### src/rtl/prom_seq_pkg.sv
// Shared opcodes, state encoding and result codes for the PROM write sequencer.
// Latency: n/a (definitions only).
// Backpressure: n/a.
package prom_seq_pkg;

    localparam logic [7:0] OP_WREN  = 8'h06;
    localparam logic [7:0] OP_RDSR  = 8'h05;
    localparam logic [7:0] OP_WRITE = 8'h02;

    localparam logic [2:0] ENGINE_IDLE = 3'd0;

    typedef enum logic [3:0] {
        ST_IDLE,
        ST_WREN,
        ST_PROG,
        ST_ISSUE_WAIT,
        ST_GAP,
        ST_POLL,
        ST_CHECK,
`ifdef PROM_SEQ_VERIFY_EN
        ST_VERIFY,
`endif
        ST_DONE
    } seq_state_e;

    typedef enum logic [1:0] {
        ERR_OK      = 2'd0,
        ERR_TIMEOUT = 2'd1,
        ERR_WEL     = 2'd2
    } seq_err_e;

    // Engine command quadlets carry the opcode in the top byte.
    function automatic logic [31:0] op_quadlet(input logic [7:0] op);
        return {op, 24'h00_0000};
    endfunction

endpackage

### src/rtl/prom_poll_timer.sv
// Poll spacing timer: 16-bit down-counter loaded with GAP, one-cycle expire pulse.
// Latency: expire asserts GAP cycles after the load cycle.
// Backpressure: none; a new load restarts the count.
module prom_poll_timer #(
    parameter int unsigned GAP = 256
) (
    input  logic clk,
    input  logic reset,
    input  logic load,
    output logic expire
);

    logic [15:0] cnt_q, cnt_d;
    logic        active_q, active_d;

    always_comb begin
        cnt_d    = cnt_q;
        active_d = active_q;
        expire   = active_q && (cnt_q == 16'd1);
        if (load) begin
            cnt_d    = GAP[15:0];
            active_d = 1'b1;
        end else if (active_q) begin
            if (cnt_q == 16'd1) begin
                active_d = 1'b0;
            end else begin
                cnt_d = cnt_q - 16'd1;
            end
        end
    end

    always_ff @(posedge clk or negedge reset) begin
        if (!reset) begin
            cnt_q    <= 16'd0;
            active_q <= 1'b0;
        end else begin
            cnt_q    <= cnt_d;
            active_q <= active_d;
        end
    end

endmodule

### src/rtl/prom_write_sequencer.sv
// WREN/program/RDSR-poll sequencer plus host arbitration for the 25AA128 engine.
// Latency: host commands forward same cycle when idle; otherwise one-deep holding register.
// Backpressure: waits on engine state [2:0]==0 before every strobe; PROM_SEQ_VERIFY_EN adds a WEL check.
module prom_write_sequencer
    import prom_seq_pkg::*;
#(
    parameter int unsigned POLL_GAP = 256,
    parameter int unsigned POLL_MAX = 50000
) (
    input  logic        clk,
    input  logic        reset,
    input  logic        job_start,
    input  logic [31:0] job_cmd,
    input  logic [31:0] host_cmd,
    input  logic        host_wen,
    input  logic [31:0] prom_status,
    input  logic [31:0] prom_result,
    output logic [31:0] prom_cmd,
    output logic        prom_reg_wen,
    output logic        seq_busy,
    output logic        seq_done,
    output logic [1:0]  seq_err,
    output logic [15:0] poll_count,
    output logic        host_pending,
    output logic        host_overrun
);

    seq_state_e  state_q, state_d;
    seq_state_e  ret_q, ret_d;
    logic [31:0] job_cmd_q, job_cmd_d;
    logic [31:0] prom_cmd_q, prom_cmd_d;
    logic        strobe_q;
    logic        seq_busy_q, seq_busy_d;
    logic [1:0]  seq_err_q, seq_err_d;
    logic [15:0] poll_count_q, poll_count_d;
    logic [31:0] hold_q, hold_d;
    logic        host_pending_q, host_pending_d;
    logic        host_overrun_q, host_overrun_d;
`ifdef PROM_SEQ_VERIFY_EN
    logic        verify_armed_q, verify_armed_d;
    logic        verify_sent_q, verify_sent_d;
`endif

    logic        issue;
    logic [31:0] issue_cmd;
    logic        done_pulse;
    logic        host_vld;
    logic        host_fwd;
    logic        pend_issue;
    logic        timer_load;
    logic        timer_expire;
    logic        eng_idle;
    logic        unused_ok;

    // The engine only leaves idle one clock after a strobe, so the cycle after
    // any strobe is never treated as idle.
    assign eng_idle  = (prom_status[2:0] == ENGINE_IDLE) && !strobe_q;
    assign host_vld  = host_wen && (host_cmd[31:24] != 8'h00);
    assign unused_ok = ^{prom_status[31:3], prom_result[31:1]};

    prom_poll_timer #(
        .GAP (POLL_GAP)
    ) u_timer (
        .clk    (clk),
        .reset  (reset),
        .load   (timer_load),
        .expire (timer_expire)
    );

    always_comb begin
        state_d        = state_q;
        ret_d          = ret_q;
        job_cmd_d      = job_cmd_q;
        seq_busy_d     = seq_busy_q;
        seq_err_d      = seq_err_q;
        poll_count_d   = poll_count_q;
        hold_d         = hold_q;
        host_pending_d = host_pending_q;
        host_overrun_d = host_overrun_q;
`ifdef PROM_SEQ_VERIFY_EN
        verify_armed_d = verify_armed_q;
        verify_sent_d  = verify_sent_q;
`endif
        issue      = 1'b0;
        issue_cmd  = prom_cmd_q;
        done_pulse = 1'b0;
        host_fwd   = 1'b0;
        pend_issue = 1'b0;
        timer_load = 1'b0;

        case (state_q)
            ST_IDLE: begin
                if (host_pending_q) begin
                    if (eng_idle) begin
                        issue      = 1'b1;
                        issue_cmd  = hold_q;
                        pend_issue = 1'b1;
                    end
                end else if (host_vld && eng_idle) begin
                    issue     = 1'b1;
                    issue_cmd = host_cmd;
                    host_fwd  = 1'b1;
                end else if (job_start) begin
                    job_cmd_d      = job_cmd;
                    poll_count_d   = 16'd0;
                    seq_err_d      = ERR_OK;
                    host_overrun_d = 1'b0;
                    seq_busy_d     = 1'b1;
                    state_d        = ST_WREN;
                end
            end
            ST_WREN: begin
                if (eng_idle) begin
                    issue     = 1'b1;
                    issue_cmd = op_quadlet(OP_WREN);
                    ret_d     = ST_PROG;
                    state_d   = ST_ISSUE_WAIT;
                end
            end
            ST_PROG: begin
                if (eng_idle) begin
                    issue     = 1'b1;
                    issue_cmd = job_cmd_q;
                    ret_d     = ST_GAP;
                    state_d   = ST_ISSUE_WAIT;
                end
            end
            ST_ISSUE_WAIT: begin
                if (eng_idle) begin
                    state_d    = ret_q;
                    timer_load = (ret_q == ST_GAP);
                end
            end
            ST_GAP: begin
                if (timer_expire) begin
                    state_d = ST_POLL;
                end
            end
            ST_POLL: begin
                if (eng_idle) begin
                    issue     = 1'b1;
                    issue_cmd = op_quadlet(OP_RDSR);
                    if (poll_count_q != 16'hFFFF) begin
                        poll_count_d = poll_count_q + 16'd1;
                    end
                    ret_d   = ST_CHECK;
                    state_d = ST_ISSUE_WAIT;
                end
            end
            ST_CHECK: begin
                if (!prom_result[0]) begin
`ifdef PROM_SEQ_VERIFY_EN
                    state_d        = ST_VERIFY;
                    timer_load     = 1'b1;
                    verify_armed_d = 1'b0;
                    verify_sent_d  = 1'b0;
`else
                    state_d = ST_DONE;
`endif
                end else if (poll_count_q == POLL_MAX[15:0]) begin
                    seq_err_d = ERR_TIMEOUT;
                    state_d   = ST_DONE;
                end else begin
                    state_d    = ST_GAP;
                    timer_load = 1'b1;
                end
            end
`ifdef PROM_SEQ_VERIFY_EN
            ST_VERIFY: begin
                // Two passes: first wait out the gap and send RDSR, then return here to read WEL.
                if (verify_sent_q) begin
                    if (prom_result[1]) begin
                        seq_err_d = ERR_WEL;
                    end
                    state_d = ST_DONE;
                end else if ((verify_armed_q || timer_expire) && eng_idle) begin
                    issue         = 1'b1;
                    issue_cmd     = op_quadlet(OP_RDSR);
                    verify_sent_d = 1'b1;
                    ret_d         = ST_VERIFY;
                    state_d       = ST_ISSUE_WAIT;
                end else if (timer_expire) begin
                    verify_armed_d = 1'b1;
                end
            end
`endif
            ST_DONE: begin
                done_pulse = 1'b1;
                seq_busy_d = 1'b0;
                state_d    = ST_IDLE;
            end
            default: begin
                state_d = ST_IDLE;
            end
        endcase

        if (pend_issue) begin
            host_pending_d = 1'b0;
        end
        // A command arriving while the held one is being issued simply refills the register.
        if (host_vld && !host_fwd) begin
            hold_d         = host_cmd;
            host_pending_d = 1'b1;
            if (host_pending_q && !pend_issue) begin
                host_overrun_d = 1'b1;
            end
        end

        prom_cmd_d = issue ? issue_cmd : prom_cmd_q;
    end

    always_ff @(posedge clk or negedge reset) begin
        if (!reset) begin
            state_q        <= ST_IDLE;
            ret_q          <= ST_IDLE;
            job_cmd_q      <= 32'd0;
            prom_cmd_q     <= 32'd0;
            strobe_q       <= 1'b0;
            seq_busy_q     <= 1'b0;
            seq_err_q      <= 2'd0;
            poll_count_q   <= 16'd0;
            hold_q         <= 32'd0;
            host_pending_q <= 1'b0;
            host_overrun_q <= 1'b0;
        end else begin
            state_q        <= state_d;
            ret_q          <= ret_d;
            job_cmd_q      <= job_cmd_d;
            prom_cmd_q     <= prom_cmd_d;
            strobe_q       <= issue;
            seq_busy_q     <= seq_busy_d;
            seq_err_q      <= seq_err_d;
            poll_count_q   <= poll_count_d;
            hold_q         <= hold_d;
            host_pending_q <= host_pending_d;
            host_overrun_q <= host_overrun_d;
        end
    end

`ifdef PROM_SEQ_VERIFY_EN
    always_ff @(posedge clk or negedge reset) begin
        if (!reset) begin
            verify_armed_q <= 1'b0;
            verify_sent_q  <= 1'b0;
        end else begin
            verify_armed_q <= verify_armed_d;
            verify_sent_q  <= verify_sent_d;
        end
    end
`endif

    assign prom_cmd     = prom_cmd_d;
    assign prom_reg_wen = issue;
    assign seq_busy     = seq_busy_q;
    assign seq_done     = done_pulse;
    assign seq_err      = seq_err_q;
    assign poll_count   = poll_count_q;
    assign host_pending = host_pending_q;
    assign host_overrun = host_overrun_q;

endmodule
### config.mk
export PLATFORM = sky130hd
export DESIGN_NAME = prom_write_sequencer
export DESIGN_NICKNAME = d
export VERILOG_FILES = /design/src/rtl/prom_seq_pkg.sv /design/src/rtl/prom_poll_timer.sv /design/src/rtl/prom_write_sequencer.sv
export SDC_FILE = /design/constraint.sdc
export NUM_CORES = 1
export LEC_CHECK = 0
export CAP_MARGIN = 10
export CORE_MARGIN = 3
export CORE_UTILIZATION = 43
export DETAILED_ROUTE_END_ITERATION = 12
export MAX_ROUTING_LAYER = met4
export PLACE_DENSITY = 0.84
export SETUP_SLACK_MARGIN = 0.4
export SYNTH_ARGS = -nofsm -noshare
export SYNTH_HDL_FRONTEND = slang
export SYNTH_SLANG_ARGS = --single-unit
### constraint.sdc
create_clock -name clk -period 2.2 [get_ports clk]
set_input_delay 0.33 -clock clk [delete_from_list [all_inputs] [get_ports clk]]
set_output_delay 0.33 -clock clk [all_outputs]
set_load 0.02 [all_outputs]
==> results.toml, run 1 <==
[placement]
gp_congestion = 0.8684
dp_cells = 937
hpwlAfterDp_mm = 13.03
portBuffers = 125

[synthesis]
netlist.area_leader.share_pct = 53.35
synth_cell_types = 57
yosysTopAreaCell = "dfrtp_1"
synth_most_common_cell = "dfrtp_1"
async_flop_share_pct = 100.0
syn_area_um2 = 6520
synth_edf_count = 0
ys_seq_area_share_pct = 53.35
synth_warnings = 0
avgSynthCellArea_um2 = 10.96
ys.flop_type = "dfrtp_1"
yosys-top-cells-area = "dfrtp_1 53%, mux2_1 6.0%, mux2_2 5.0%, nand2_1 3.2%, nor2_1 2.5%"
synth_cells = 595
yosys-top-cells-count = "139 x dfrtp_1, 55 x nand2_1, 44 x nor2_1, 35 x mux2_1, 29 x mux2_2"
syn-num-nets = 731
ys_ff_latch = 139

[grt]
grt_max_degree = 55
grt_overflow = 0
grt_use_total_pct = 29.82
grt_pass1_vias = 6788
antenna_found_initial = 0
grt_pass1_wl_mm = 37.43

[timing]
period_minus_slack_ps = 2928
fmax_mhz = 341.6
fin_crit_sh_pct = 133.1
maxSlewHeadroom_pct = 42.79
tightest_slew_ps = 847.3
drv_slew = 0
clock-skew-final_ps = 14.70
setup_viol = 140
hold_viol_final = 0
rsz0062_at_grt = "true"
finalWorstSetupSlack_ps = -727.7

[floorplanning]
initial_utilization_pct = 44.36
dieArea_um2 = 16680
die_w_um = 129.1
core_area_um2 = 14700
die_y_um = 129.1
ios = 187
row_count = 44

[power_and_ir_drop]
total_power_uw = 11350
power_density_nw_per_um2 = 1005
ir_worst_vdd_mv = 0.8175
p_leak_uw = 0.005180

[final_layout]
drive_above_1_share_pct = 49.38
final_cells = 1075
fill_cells = 753
syn_to_final_growth_pct = 73.27
multi_input_area_um2 = 3804
diodes = 0
layout.area.seq_um2 = 3481
fin_nets = 1015
fin_util_pct = 76.86

[drt]
drtIter0Drc = 790
wl_per_cell_um = 27.85
drt.antenna.violating_nets = 0
avgViaCountPerCell = 6.619
dr.pass1.iters = 5
post-route-drc-count = 0
via_count = 7115
wirelength_mm = 29.94

[outcome]
failed_checks = "setup timing"
status = "complete, but fails checks"

[clock_network]
clock-root-buffer = "clkbuf_16"
numClockSinks = 139
cts_buffer_depth = 2
cts_made_buffers = 17
path_clk_slew_ps = 70
cts_tree = "yes"
clock_latency_ps = 450
cts_max_level = 4

[critical_path]
worstPathRequired_ps = 1870
path_max_fanout = 6
critPathLaunchType = "primary input"
rrSetupSlack_ps = -690
worstSetupEndpointType = "primary output"
critPathArrivalTime_ps = 2600
path_class = "primary input to primary output"

[min_path]
min_path_type = "primary input to flip-flop"

[run]
drv_cap = 0
## layout make-up
cell class                      instances  area share [%]
Tap cell                              184           2.038
Inverter                               11          0.4319
Sequential cell                       139           30.81
Clock buffer                           21           4.076
Timing Repair Buffer                  300           27.94
Multi-Input combinational cell        410           33.67
Clock inverter                         10           1.030
## power breakdown
part	internal (µW)	switching, µW
combinational	2310	2450
clock	1720	1230
sequential	3130	515
## per-stage QoR
step / setup slack (ps) / instance area [µm²] / setup TNS [ps] / hold WS (ps)
global placement: -1152 / 8712 / -94680 / 263.0
floorplan: -148.3 / 6795 / -3178 / 34.41
global route: -739.3 / 11300 / -60070 / 178.8
detailed placement: -1203 / 8712 / -101690 / 269.8
CTS: -649.9 / 10310 / -19790 / 159.7
finish: -727.7 / 11300 / -56750 / 186.5
## layout by cell type, fill, tap and decap left out, drive strengths merged, types with 9 or more instances in the layout
cell             n
nand3           12
o21ai           14
xor2            12
mux2            64
a21oi           29
a22oi           19
clkdlybuf4s50   63
dfrtp          139
nor2            45
a221o           10
buf            209
xnor2            9
dlymetal6s2s    18
o211ai          20
inv             10
nand2           56
or4             12
nand4           13
nor3             9
clkbuf          29
## repair_timing
action | 4_1_cts | 5_1_grt
hold buffers | 1 | 0
setup endpoints to repair | 184 | 188
setup buffers | 49 | 41
gates resized for setup | 331 | 147
gates cloned | 10 | 6
hold endpoints to repair | 36 | 0
pin swaps | 41 | 58
## final timing paths
check                                            end                   start  cells past startpoint
max in group asynchronous     hold_q[21]$_DFFE_PN0P_                   reset                      3
setup / recovery                        prom_cmd[25]            host_cmd[24]                     10
setup reg to reg              hold_q[26]$_DFFE_PN0P_      strobe_q$_DFF_PN0_                     14
hold / removal                hold_q[28]$_DFFE_PN0P_            host_cmd[28]                      2
min in group asynchronous  poll_count[8]$_DFFE_PN0P_                   reset                      2
hold reg to reg               hold_q[10]$_DFFE_PN0P_  hold_q[10]$_DFFE_PN0P_                      1
## kinds of logic (layout without fill, tap and decap cells)
group,after synthesis,in the layout,synth area share [%]
AND/OR/NAND/NOR,188,189,14.74
flip-flops,139,139,53.35
AO/OA/AOI/OAI,126,129,13.57
multiplexers,66,66,11.36
buffers and inverters,50,342,3.339
XOR/XNOR,21,21,2.821
adder cells (fa/ha/maj),4,4,0.7676
other,1,1,0.05752
## worst max-delay path, cell delays in order
cell             delay (ps)
clkdlybuf4s15_1         210
or4_4                   450
o21a_4                  250
buf_4                   130
buf_6                   110
buf_6                   130
a2bb2oi_1               320
o21ai_0                 250
a31oi_4                 260
buf_6                   140
## metal layers
metal | share of wire (%) | up-vias | GRT usage, %
met5 | 0 | - | -
met3 | 9.8 | 199 | 6.513
li1 | - | 2771 | -
met2 | 48 | 647 | 48.26
met1 | 35 | 3498 | 35.25
met4 | 6.9 | 0 | 14.89
## sequential cells by signal, indices dropped and copies added, names as in the netlist
name and flops:
state_q 3, ret_q 2, host_overrun 1, poll_count 16
u_timer.cnt_q 16, hold_q 32, prom_cmd_q 32, job_cmd_q 32
seq_busy 1, seq_err 1, strobe_q 1, u_timer.active_q 1
host_pending 1
Power figures use the tool's default switching activity.
==> run 2: changes to the inputs <==
- ABC_CLOCK_PERIOD_IN_PS: not set -> 2200
==> results of run 2 <==
The final DEF is identical to that of run 1; final timing and power are the same.
